$ cat config.mk
export PLATFORM = sky130hd
export DESIGN_NAME = msrv32_fetch_unit_flat
export DESIGN_NICKNAME = d
export VERILOG_FILES = /design/src/rtl/msrv32_fetch_pkg.sv /design/src/rtl/msrv32_fetch_if.sv /design/src/rtl/msrv32_fetch_timer.sv /design/src/rtl/msrv32_fetch_unit.sv /design/src/flat_wrapper.sv
export SDC_FILE = /design/constraint.sdc
export NUM_CORES = 1
export LEC_CHECK = 0
export CAP_MARGIN = 20
export CORE_MARGIN = 4
export CORE_UTILIZATION = 31
export CTS_CLUSTER_DIAMETER = 30
export CTS_CLUSTER_SIZE = 8
export DETAILED_ROUTE_END_ITERATION = 8
export GPL_TIMING_DRIVEN = 0
export PLACE_DENSITY = 0.71
export SKIP_LAST_GASP = 1
export SYNTH_ARGS = -nofsm -noshare
export SYNTH_HDL_FRONTEND = slang
export SYNTH_SLANG_ARGS = --single-unit
$ cat constraint.sdc
create_clock -name clk_in -period 2.7 [get_ports clk_in]
set_input_delay 0.54 -clock clk_in [delete_from_list [all_inputs] [get_ports clk_in]]
set_output_delay 0.54 -clock clk_in [all_outputs]
set_load 0.02 [all_outputs]
$ cat src/rtl/msrv32_fetch_pkg.sv
// Shared types and constants for the msrv32 instruction-fetch stage.
package msrv32_fetch_pkg;

  typedef enum logic [2:0] {
    ISSUE = 3'd0,
    WAIT  = 3'd1,
    HOLD  = 3'd2,
    DRAIN = 3'd3,
    HALT  = 3'd4
  } fetch_state_e;

  localparam logic [31:0] NOP_INSTR = 32'h0000_0013;
  localparam int unsigned TIMER_W   = 8;

  function automatic logic [31:0] word_align(input logic [31:0] addr);
    return {addr[31:2], 2'b00};
  endfunction

endpackage

$ cat src/rtl/msrv32_fetch_if.sv
// Fetch-stage bus: PC mux inputs, pipeline control, IMEM handshake and decode outputs.
interface msrv32_fetch_if;
  logic [31:0] pc_mux_in;
  logic        misaligned_in;
  logic        stall_in;
  logic        flush_in;
  logic        imem_req_out;
  logic [31:0] imem_addr_out;
  logic        imem_gnt_in;
  logic        imem_rvalid_in;
  logic [31:0] imem_rdata_in;
  logic [31:0] pc_out;
  logic [31:0] instr_out;
  logic        instr_valid_out;
  logic        misaligned_out;
  logic        imem_fault_out;

  modport master (
    input  pc_mux_in, misaligned_in, stall_in, flush_in,
    input  imem_gnt_in, imem_rvalid_in, imem_rdata_in,
    output imem_req_out, imem_addr_out,
    output pc_out, instr_out, instr_valid_out, misaligned_out, imem_fault_out
  );

  modport slave (
    output pc_mux_in, misaligned_in, stall_in, flush_in,
    output imem_gnt_in, imem_rvalid_in, imem_rdata_in,
    input  imem_req_out, imem_addr_out,
    input  pc_out, instr_out, instr_valid_out, misaligned_out, imem_fault_out
  );
endinterface

$ cat src/rtl/msrv32_fetch_timer.sv
// Saturating response-wait counter; expired once LIMIT-1 waiting cycles have been counted.
module msrv32_fetch_timer
  import msrv32_fetch_pkg::*;
#(
  parameter int unsigned LIMIT = 64
) (
  input  logic clk_in,
  input  logic rst_n_in,
  input  logic clear,
  input  logic enable,
  output logic expired
);

  localparam logic [TIMER_W-1:0] LAST = TIMER_W'(LIMIT - 1);

  logic [TIMER_W-1:0] cnt;

  always_ff @(posedge clk_in or negedge rst_n_in) begin
    if (!rst_n_in) begin
      cnt <= '0;
    end else if (clear) begin
      cnt <= '0;
    end else if (enable && (cnt != '1)) begin
      cnt <= cnt + 1'b1;
    end
  end

  // >= so a count that runs past LAST (e.g. flush held in DRAIN) still trips later
  assign expired = (cnt >= LAST);

endmodule

$ cat src/rtl/msrv32_fetch_unit.sv
// Instruction-fetch stage: one outstanding IMEM request, buffers the returned word for decode.
//
//   state | meaning
//   ISSUE | request pc_mux_in (BOOT_ADDR on first fetch), wait for grant
//   WAIT  | request granted, waiting for rvalid
//   HOLD  | instruction valid, held until decode takes it
//   DRAIN | flushed request still outstanding, discard its response
//   HALT  | misaligned target or IMEM timeout, wait for flush
module msrv32_fetch_unit #(
  parameter logic [31:0] BOOT_ADDR      = 32'h0000_0000,
  parameter logic [31:0] NOP_INSTR      = msrv32_fetch_pkg::NOP_INSTR,
  parameter int unsigned TIMEOUT_CYCLES = 64
) (
  input  logic                 clk_in,
  input  logic                 rst_n_in,
  msrv32_fetch_if.master       bus
);

  import msrv32_fetch_pkg::*;

  fetch_state_e state;
  logic         first_fetch;
  logic [31:0]  pc_q;
  logic [31:0]  instr_q;
  logic         valid_q;
  logic         misaligned_q;
  logic         fault_q;

  logic         blocked;
  logic         req;
  logic [31:0]  addr;
  logic         grant;
  logic         expired;
  logic         waiting;

  assign blocked = !first_fetch && bus.misaligned_in;
  assign req     = (state == ISSUE) && !blocked;
  assign addr    = word_align(first_fetch ? BOOT_ADDR : bus.pc_mux_in);
  assign grant   = req && bus.imem_gnt_in;
  assign waiting = ((state == WAIT) || (state == DRAIN)) && !bus.imem_rvalid_in;

  msrv32_fetch_timer #(
    .LIMIT (TIMEOUT_CYCLES)
  ) u_timer (
    .clk_in   (clk_in),
    .rst_n_in (rst_n_in),
    .clear    (grant),
    .enable   (waiting),
    .expired  (expired)
  );

  always_ff @(posedge clk_in or negedge rst_n_in) begin
    if (!rst_n_in) begin
      state        <= ISSUE;
      first_fetch  <= 1'b1;
      pc_q         <= BOOT_ADDR;
      instr_q      <= NOP_INSTR;
      valid_q      <= 1'b0;
      misaligned_q <= 1'b0;
      fault_q      <= 1'b0;
    end else begin
      case (state)
        ISSUE: begin
          if (grant) begin
            pc_q        <= addr;
            first_fetch <= 1'b0;
            state       <= bus.flush_in ? DRAIN : WAIT;
          end else if (blocked && !bus.flush_in) begin
            misaligned_q <= 1'b1;
            state        <= HALT;
          end
        end
        WAIT: begin
          if (bus.imem_rvalid_in) begin
            if (bus.flush_in) begin
              state <= ISSUE;
            end else begin
              instr_q <= bus.imem_rdata_in;
              valid_q <= 1'b1;
              state   <= HOLD;
            end
          end else if (bus.flush_in) begin
            state <= DRAIN;
          end else if (expired) begin
            fault_q <= 1'b1;
            state   <= HALT;
          end
        end
        HOLD: begin
          if (bus.flush_in || !bus.stall_in) begin
            valid_q <= 1'b0;
            instr_q <= NOP_INSTR;
            state   <= ISSUE;
          end
        end
        DRAIN: begin
          if (bus.imem_rvalid_in) begin
            state <= ISSUE;
          end else if (expired && !bus.flush_in) begin
            fault_q <= 1'b1;
            state   <= HALT;
          end
        end
        HALT: begin
          if (bus.flush_in) state <= ISSUE;
        end
        default: state <= ISSUE;
      endcase

      // flush overrides whatever the state logic chose for the datapath and sticky flags
      if (bus.flush_in) begin
        valid_q      <= 1'b0;
        instr_q      <= NOP_INSTR;
        misaligned_q <= 1'b0;
        fault_q      <= 1'b0;
      end
    end
  end

  assign bus.imem_req_out    = req;
  assign bus.imem_addr_out   = addr;
  assign bus.pc_out          = pc_q;
  assign bus.instr_out       = instr_q;
  assign bus.instr_valid_out = valid_q;
  assign bus.misaligned_out  = misaligned_q;
  assign bus.imem_fault_out  = fault_q;

endmodule

$ cat src/flat_wrapper.sv
// flat-port wrapper written by rule: the top's interface ports become plain ports
module msrv32_fetch_unit_flat import msrv32_fetch_pkg::*;
#(
  parameter logic [31:0] BOOT_ADDR      = 32'h0000_0000,
  parameter logic [31:0] NOP_INSTR      = msrv32_fetch_pkg::NOP_INSTR,
  parameter int unsigned TIMEOUT_CYCLES = 64
)
  (clk_in, rst_n_in, bus_pc_mux_in, bus_misaligned_in, bus_stall_in, bus_flush_in, bus_imem_gnt_in, bus_imem_rvalid_in, bus_imem_rdata_in, bus_imem_req_out, bus_imem_addr_out, bus_pc_out, bus_instr_out, bus_instr_valid_out, bus_misaligned_out, bus_imem_fault_out);
  msrv32_fetch_if bus_i ();
  input  logic clk_in;
  input  logic rst_n_in;
  input wire logic [$bits(bus_i.pc_mux_in)-1:0] bus_pc_mux_in;
  input wire logic [$bits(bus_i.misaligned_in)-1:0] bus_misaligned_in;
  input wire logic [$bits(bus_i.stall_in)-1:0] bus_stall_in;
  input wire logic [$bits(bus_i.flush_in)-1:0] bus_flush_in;
  input wire logic [$bits(bus_i.imem_gnt_in)-1:0] bus_imem_gnt_in;
  input wire logic [$bits(bus_i.imem_rvalid_in)-1:0] bus_imem_rvalid_in;
  input wire logic [$bits(bus_i.imem_rdata_in)-1:0] bus_imem_rdata_in;
  output wire logic [$bits(bus_i.imem_req_out)-1:0] bus_imem_req_out;
  output wire logic [$bits(bus_i.imem_addr_out)-1:0] bus_imem_addr_out;
  output wire logic [$bits(bus_i.pc_out)-1:0] bus_pc_out;
  output wire logic [$bits(bus_i.instr_out)-1:0] bus_instr_out;
  output wire logic [$bits(bus_i.instr_valid_out)-1:0] bus_instr_valid_out;
  output wire logic [$bits(bus_i.misaligned_out)-1:0] bus_misaligned_out;
  output wire logic [$bits(bus_i.imem_fault_out)-1:0] bus_imem_fault_out;
  assign bus_i.pc_mux_in = bus_pc_mux_in;
  assign bus_i.misaligned_in = bus_misaligned_in;
  assign bus_i.stall_in = bus_stall_in;
  assign bus_i.flush_in = bus_flush_in;
  assign bus_i.imem_gnt_in = bus_imem_gnt_in;
  assign bus_i.imem_rvalid_in = bus_imem_rvalid_in;
  assign bus_i.imem_rdata_in = bus_imem_rdata_in;
  assign bus_imem_req_out = bus_i.imem_req_out;
  assign bus_imem_addr_out = bus_i.imem_addr_out;
  assign bus_pc_out = bus_i.pc_out;
  assign bus_instr_out = bus_i.instr_out;
  assign bus_instr_valid_out = bus_i.instr_valid_out;
  assign bus_misaligned_out = bus_i.misaligned_out;
  assign bus_imem_fault_out = bus_i.imem_fault_out;
  msrv32_fetch_unit #(.BOOT_ADDR(BOOT_ADDR), .NOP_INSTR(NOP_INSTR), .TIMEOUT_CYCLES(TIMEOUT_CYCLES)) u_core (.clk_in(clk_in), .rst_n_in(rst_n_in), .bus(bus_i));
endmodule
==> impl_summary.log, run 1 <==
[metrics] cell internal pwr: about 0.0031 W
[metrics] type of the worst setup path: flip-flop to output port
[metrics] data arrival time of the worst path: about 2.0 ns
[metrics] Sink Count: 77
[metrics] combinational fraction of design power: 0.461
[metrics] FF+latch count, synth: 77
[metrics] global-route total usage across every layer: 0.153
[metrics] share of total power in sequential cells: 0.351
[metrics] TritonCTS clock tree: done
[metrics] Synth top cells by count: sky130_fd_sc_hd__dfrtp_1 (73), sky130_fd_sc_hd__nor2b_1 (32), sky130_fd_sc_hd__mux2_2 (31), sky130_fd_sc_hd__a22o_1 (27), sky130_fd_sc_hd__nand2_1 (13)
[metrics] YS warnings: 0
[metrics] run status: finished clean
[metrics] clk slew on worst S/H paths: about 0.09 ns
[metrics] count of port buffers added during placement: 164
[metrics] die footprint: 12700 um2
[metrics] RSZ-0062 raised after global routing: true
[metrics] detailed placement HPWL: 7270 um
[metrics] power share of the clock group: 0.188
[metrics] final hold violation count: 0
[metrics] cell area after placement: about 5200 um2
[metrics] largest family of logic cells by synthesized area: simple AND/OR/NAND/NOR gates
[metrics] CORE AREA: between 10000 and 15000 um2
[metrics] Nets: about 530
[metrics] Mapped Cells: about 280
[metrics] Critical Path Sink Type: output port
[metrics] Post-Layout Inst Area: about 5500 um2
[metrics] Pre-Repair DR Iteration Count: 4
[metrics] global-route wire length before repair: roughly 16000 um
[metrics] number of I/O pins: 171
[metrics] Final GP Congestion: 0.888
[metrics] Lkg Pwr: between 2 and 2.5 nW
[metrics] Rows: 37
[metrics] Period Utilization, post-route: 0.948
[metrics] count of hold buffers inserted by post-cts repair: 0
[metrics] die boundary width: around 110 um
[metrics] via count of the first global-routing pass: 3094
[metrics] Async S/R FF share, synth: 1.00
[metrics] clk_skew: around 0.0083 ns
[metrics] simple-gate area share of the yosys netlist: 0.127
[metrics] initial antenna violation count: 0
[metrics] number of buffers created by CTS: 9
[metrics] maxcap violations: 0
[metrics] H-tree level count: 3
[metrics] post-synthesis sequential area ratio: 0.569
[metrics] Final Setup Violations: 0
[metrics] iteration-0 DRC count of the detailed router: 118
[metrics] IR Drop Worst-Case VDD: 480 uV
[metrics] mux share of post-synthesis cell area: 0.109
[metrics] initial standard-cell utilization of the core: 0.323
[metrics] post-layout total power: between 0.004 and 0.005 W
[metrics] DRC viols: 0
[metrics] setup slack, reg-to-reg: 0.58 ns
[metrics] average size of a mapped cell: around 12 um2
[metrics] fraction of layout instances using a drive strength above 1: 0.170
[metrics] worst reg2reg endpoint: u_core.bus.pc_out[12]
[metrics] Die Y: roughly 110 um
[metrics] synthesized-area fraction occupied by adder cells: 0.0147
[metrics] most repeated cell in the gate-level netlist after synthesis: sky130_fd_sc_hd__dfrtp_1
[metrics] total number of vias: roughly 2800
[metrics] path class of the lowest-slack min-delay path: input pin to asynchronous set/reset pin
[metrics] antenna cell count: 0
[metrics] post-route ant nets: 0
[metrics] Power Dens Cells: about 900 nW/um2
[metrics] number of buffers on the longest clock path: 2
[metrics] remaining global-route overflow: 0
[metrics] start point of the critical path: u_core.first_fetch
[metrics] Post-Route WL: around 9600 um
[metrics] area fraction of the dominant cell type after synthesis: 0.538
[metrics] fin. max-slew vios: 0
[metrics] Worst R2R Start: u_core.state[0]
[metrics] switching part of the total: 0.361
[metrics] top area cells in the synthesized netlist: sky130_fd_sc_hd__dfrtp_1 (54%), sky130_fd_sc_hd__mux2_2 (10%), sky130_fd_sc_hd__a22o_1 (7.0%)
[metrics] maximum number of pins on one net before global-route repair: 44
[metrics] source-to-sink clock delay at the later pin of the worst-skew pair: 0.34 ns
[metrics] Crit Path Max Fanout: 10
[metrics] Mapped Area: roughly 3400 um2
[metrics] wire per inst: ~16 um
[metrics] library cell used as clock root buffer: sky130_fd_sc_hd__clkbuf_8
[metrics] count of cell types in the netlist: 37
[metrics] mean number of vias per cell: around 4.7
[metrics] switching power summed over all nets: approximately 0.0018 W
[metrics] Worst Path Required: 2.16 ns
[metrics] commonest register cell after synthesis: sky130_fd_sc_hd__dfrtp_1
[metrics] compound-cell area share of the yosys netlist: 0.125
[metrics] startpoint kind of the worst setup timing path: flip-flop
[metrics] Synth area leader: sky130_fd_sc_hd__dfrtp_1
[metrics] Area growth syn-to-layout: 61.1%
[metrics] final worst path period need: around 2.6 ns
[metrics] Max Clock Freq: between 0.3 and 0.4 GHz
[metrics] share of the synthesized netlist area taken by xor and xnor gates: 0.00774
[metrics] number of flops mapped to enable cells by yosys: 0
[metrics] Worst R2R Path Depth: 6
-- power groups by stage --
stage                     clock network [W]  registers, W  logic (W)
after global routing               0.000997       0.00176    0.00240
after global placement                    0       0.00171    0.00220
after detailed placement                  0       0.00173    0.00223
after floorplan                           0       0.00210   0.000799
after CTS                          0.000951       0.00171    0.00224
final                              0.000914       0.00170    0.00224
-- area by class of cell --
class,instances,area (um2)
fill,936,5040
sequential,77,1930
timing repair buffer,167,1670
multi-input combinational,176,1330
tap,136,170
buffer,21,136
clock buffer,9,124
clock inverter,7,81.3
inverter,7,26.3
-- worst max-delay path by stage --
| stage | to | cells past startpoint |
|---|---|---|
| floorplan | u_core.bus.instr_out[11] | 6 |
| global placement | u_core.bus.instr_out[13] | 1 |
| detailed placement | u_core.bus.instr_out[25] | 7 |
| CTS | u_core.bus.instr_out[16] | 7 |
| global route | bus_imem_addr_out[4] | 3 |
| finish | bus_imem_addr_out[4] | 3 |
-- cells in the final DEF, fill, tap and decap left out, types with 5 or more instances in the layout --
master	synthesis	layout
sky130_fd_sc_hd__nor2b_1	32	32
sky130_fd_sc_hd__buf_4	5	8
sky130_fd_sc_hd__mux2_2	31	31
sky130_fd_sc_hd__clkbuf_8	0	9
sky130_fd_sc_hd__dfrtp_1	73	73
sky130_fd_sc_hd__a22o_1	27	27
sky130_fd_sc_hd__nor2_1	11	11
sky130_fd_sc_hd__a21oi_1	7	7
sky130_fd_sc_hd__o21ai_0	5	5
sky130_fd_sc_hd__buf_2	5	5
sky130_fd_sc_hd__clkdlybuf4s50_1	0	163
sky130_fd_sc_hd__nand2_1	13	13
sky130_fd_sc_hd__inv_1	7	7
-- worst max-delay path: stages (launching register included) --
cell	delay, ns
sky130_fd_sc_hd__dfstp_2	0.58
sky130_fd_sc_hd__buf_1	0.40
sky130_fd_sc_hd__nor2b_1	0.12
sky130_fd_sc_hd__clkdlybuf4s50_1	0.58
-- cells by family after synthesis --
| logic type | Yosys count |
|---|---|
| other | 1 |
| AND/OR/NAND/NOR | 78 |
| XOR/XNOR | 3 |
| buffers and inverters | 28 |
| multiplexers | 33 |
| adder cells (fa/ha/maj) | 4 |
| flip-flops | 77 |
| AO/OA/AOI/OAI | 54 |
-- per-stage QoR --
step,TNS [ns],hold WS [ns],setup slack [ns],instances,util
floorplan,0,0.244,0.688,281,-
global placement,-137.48,0.448,-1.72,581,0.496
detailed placement,-10.77,0.458,-0.424,582,0.498
CTS,0,0.151,0.0573,598,0.518
global route,-0.00174,0.162,-0.000951,600,0.520
finish,0,0.150,0.140,600,0.520
-- metal layers --
layer / vias to the layer above / global-route usage / routed length (um) / part of all wire
li1: 1330 / - / - / -
met1: 1350 / 0.185 / 3930 / 0.41
met2: 95 / 0.256 / 4790 / 0.50
met3: 15 / 0.0518 / 644 / 0.067
met4: 0 / 0.0505 / 182 / 0.019
met5: - / 0 / 0 / 0
-- flip-flops by register name (all words and copies together), names as in the netlist --
name                        flops
u_core.state                    3
u_core.u_timer.cnt              8
u_core.bus.instr_out           32
u_core.bus.imem_fault_out       1
u_core.bus.instr_valid_out      1
u_core.bus.misaligned_out       1
u_core.first_fetch              1
u_core.bus.pc_out              30
-- what timing repair did --
action                                  in CTS  in global routing
pin swaps                                    0                  1
hold endpoints to repair                     0                  0
setup buffers                                0                  2
endpoints found under the setup margin      11                 35
resized for setup                            2                  4
(Power assumes the default switching activity.)
==> run 2: changes to the inputs <==
--- a/config.mk
+++ b/config.mk
@@ -6,6 +6,7 @@
 export NUM_CORES = 1
 export LEC_CHECK = 0
 export CAP_MARGIN = 20
+export CORE_ASPECT_RATIO = 2
 export CORE_MARGIN = 4
 export CORE_UTILIZATION = 31
 export CTS_CLUSTER_DIAMETER = 30
==> run 2 against run 1 <==
  * Die area grew 0.81%
  * Combinational power about the same
  * Clock power increased by 42%
  * Sequential cell count did not move
  * Wire length up 0.28%
  * Global-route usage increased by 0.18 points
  * Core utilization grew 0.55 points
  * Largest power group unchanged
  * Non-clock buffer count is 2 lower
  * Setup slack better by 0.015 ns
  * Critical path depth unchanged
==> impl_summary.log, run 2 (same netlist as run 1, synthesis figures left out) <==
[metrics] run status: finished clean
[metrics] path class of the lowest-slack min-delay path: input pin to asynchronous set/reset pin
[metrics] Die Y: 156 um (+38%)
[metrics] sequential standard cell area: 1930 um2 (unchanged)
[metrics] RSZ-0062 raised after global routing: false
[metrics] global-route wire length before repair: 15200 um (-3.1%)
[metrics] clk_skew: 0.00694 ns (-0.00136 ns)
[metrics] cell area after placement: 5240 um2 (+0.17%)
[metrics] wire per inst: 16.0 um (+0.45%)
[metrics] number of buffers created by CTS: 9 (unchanged)
[metrics] type of the worst setup path: flip-flop to output port
[metrics] fin. max-slew vios: 0 (unchanged)
[metrics] Final GP Congestion: 0.752 (-15%)
[metrics] Period Utilization, post-route: 0.942 (-0.00573)
[metrics] Critical Path Sink Type: output port
[metrics] count of port buffers added during placement: 164 (unchanged)
[metrics] initial antenna violation count: 0 (unchanged)
[metrics] Layout Cells excl Fill: 599 (-0.17%)
[metrics] Filler Cell Count: 927 (-0.96%)
[metrics] fraction of layout instances using a drive strength above 1: 0.167 (-0.00359)
[metrics] data arrival time of the worst path: 2.00 ns (-0.02 ns)
[metrics] final hold violation count: 0 (unchanged)
[metrics] Area growth syn-to-layout: 64.4%
[metrics] die footprint: 12800 um2 (+0.81%)
[metrics] commonest non-fill, non-tap cells in the layout: sky130_fd_sc_hd__clkdlybuf4s50_1 (163), sky130_fd_sc_hd__dfrtp_1 (73), sky130_fd_sc_hd__nor2b_1 (32)
[metrics] number of placed instances with taps included: 583 (+0.17%)
[metrics] antenna cell count: 0 (unchanged)
[metrics] Rows: 53 (+43%)
[metrics] Post-Layout Inst Area: 5580 um2 (+2.0%)
[metrics] Nets: 532 (-0.37%)
[metrics] Worst Path Required: 2.16 ns (about the same)
[metrics] number of buffers on the longest clock path: 2 (unchanged)
[metrics] maxcap violations: 0 (unchanged)
[metrics] Pre-Repair DR Iteration Count: 4 (unchanged)
[metrics] library cell used as clock root buffer: sky130_fd_sc_hd__clkbuf_16
[metrics] area taken by multi-input logic gates: 1320 um2 (-0.47%)
[metrics] final worst path period need: 2.54 ns (-0.0155 ns)
[metrics] global-route total usage across every layer: 0.155 (+0.00181)
[metrics] IR Drop Worst-Case VDD: 550 uV (+15%)
[metrics] initial standard-cell utilization of the core: 0.320 (-0.00309)
[metrics] clk slew on worst S/H paths: 0.06 ns (-0.03 ns)
[metrics] maximum number of pins on one net before global-route repair: 58 (+32%)
[metrics] total number of vias: 2801 (+0.39%)
[metrics] source-to-sink clock delay at the later pin of the worst-skew pair: 0.33 ns (about the same)
[metrics] most common cell after layout, fill and taps aside: sky130_fd_sc_hd__clkdlybuf4s50_1
[metrics] start point of the critical path: u_core.first_fetch
[metrics] remaining global-route overflow: 0 (unchanged)
[metrics] startpoint kind of the worst setup timing path: flip-flop
[metrics] Sink Count: 77 (unchanged)
[metrics] Worst R2R Start: u_core.state[0]
[metrics] CORE AREA: 10600 um2 (+0.96%)
[metrics] H-tree level count: 3 (unchanged)
[metrics] Power Dens Cells: 936 nW/um2 (+5.3%)
[metrics] worst reg2reg endpoint: u_core.bus.pc_out[31]
[metrics] Max Clock Freq: 0.393 GHz (+0.61%)
[metrics] die boundary width: 82.0 um (-27%)
[metrics] count of hold buffers inserted by post-cts repair: 0 (unchanged)
[metrics] mean number of vias per cell: 4.68 (+0.56%)
[metrics] Worst R2R Path Depth: 6 (unchanged)
[metrics] detailed placement HPWL: 7490 um (+3.0%)
[metrics] via count of the first global-routing pass: 3039 (-1.8%)
[metrics] TritonCTS clock tree: done
[metrics] number of I/O pins: 171 (unchanged)
[metrics] post-route ant nets: 0 (unchanged)
[metrics] DRC viols: 0 (unchanged)
[metrics] Post-Route WL: 9580 um (+0.28%)
[metrics] Final Setup Violations: 0 (unchanged)
[metrics] capture point of the critical path: bus_imem_addr_out[4]
[metrics] Crit Path Max Fanout: 10 (unchanged)
[metrics] iteration-0 DRC count of the detailed router: 53 (-55%)
[metrics] Lkg Pwr: 2.42 nW (+2.6%)
[metrics] setup slack, reg-to-reg: 0.63 ns (+0.05 ns)
[metrics] number of flip-flops in the largest register: 32 (unchanged)
[run 2: worst max-delay path: stages, from the launching register on]
cell,delay [ns]
sky130_fd_sc_hd__dfstp_2,0.58
sky130_fd_sc_hd__clkbuf_1,0.38
sky130_fd_sc_hd__nor2b_1,0.14
sky130_fd_sc_hd__clkdlybuf4s50_1,0.58
[run 2: per-layer routing]
metal | share of wire | vias to the layer above | track usage
met5 | 0 | - | 0
met4 | 0.017 | 0 | 0.0571
met3 | 0.080 | 8 | 0.0491
met2 | 0.55 | 114 | 0.284
met1 | 0.35 | 1343 | 0.158
li1 | - | 1336 | -
[run 2: layout make-up]
cell class	instances	area share
Timing Repair Buffer	166	0.300
Tap cell	137	0.0307
Sequential cell	77	0.346
Buffer	20	0.0238
Multi-Input combinational cell	176	0.236
Clock inverter	6	0.0155
Inverter	7	0.00471
Clock buffer	10	0.0428
[run 2: how the worst min path moves through the flow]
stage                                           end  slack (ns)  cells past startpoint
after detailed placement   u_core.bus.instr_out[27]        0.45                      1
after CTS                  u_core.bus.instr_out[27]        0.09                      1
after global routing       u_core.bus.instr_out[27]        0.10                      1
after global placement      u_core.bus.instr_out[1]        0.45                      2
after floorplan           u_core.bus.imem_fault_out        0.24                      0
final                         u_core.u_timer.cnt[0]         0.1                      1
[run 2: report_power, final]
part           internal [W]  switching [W]  leakage [nW]
Sequential          0.00151       0.000187         0.987
Clock              0.000832       0.000465         0.158
Combinational       0.00114        0.00108          1.28
Total               0.00349        0.00173          2.42
[run 2: metrics by stage]
stage | hold WS, ns | power (W) | util | TNS (ns) | worst slack, ns
2_1_floorplan | 0.244 | 0.00290 | - | 0 | 0.688
3_3_place_gp | 0.450 | 0.00390 | 0.492 | -138.49 | -1.70
3_5_place_dp | 0.453 | 0.00396 | 0.494 | -12.77 | -0.475
4_1_cts | 0.0910 | 0.00531 | 0.526 | 0 | 0.0555
5_1_grt | 0.102 | 0.00554 | 0.526 | 0 | 0.0340
6_report | 0.0967 | 0.00522 | 0.526 | 0 | 0.155
[run 2: timing repair]
item,CTS,global route
endpoints found under the setup margin,28,5
resized for setup,2,2
pin swaps,1,0
buffers inserted,1,0
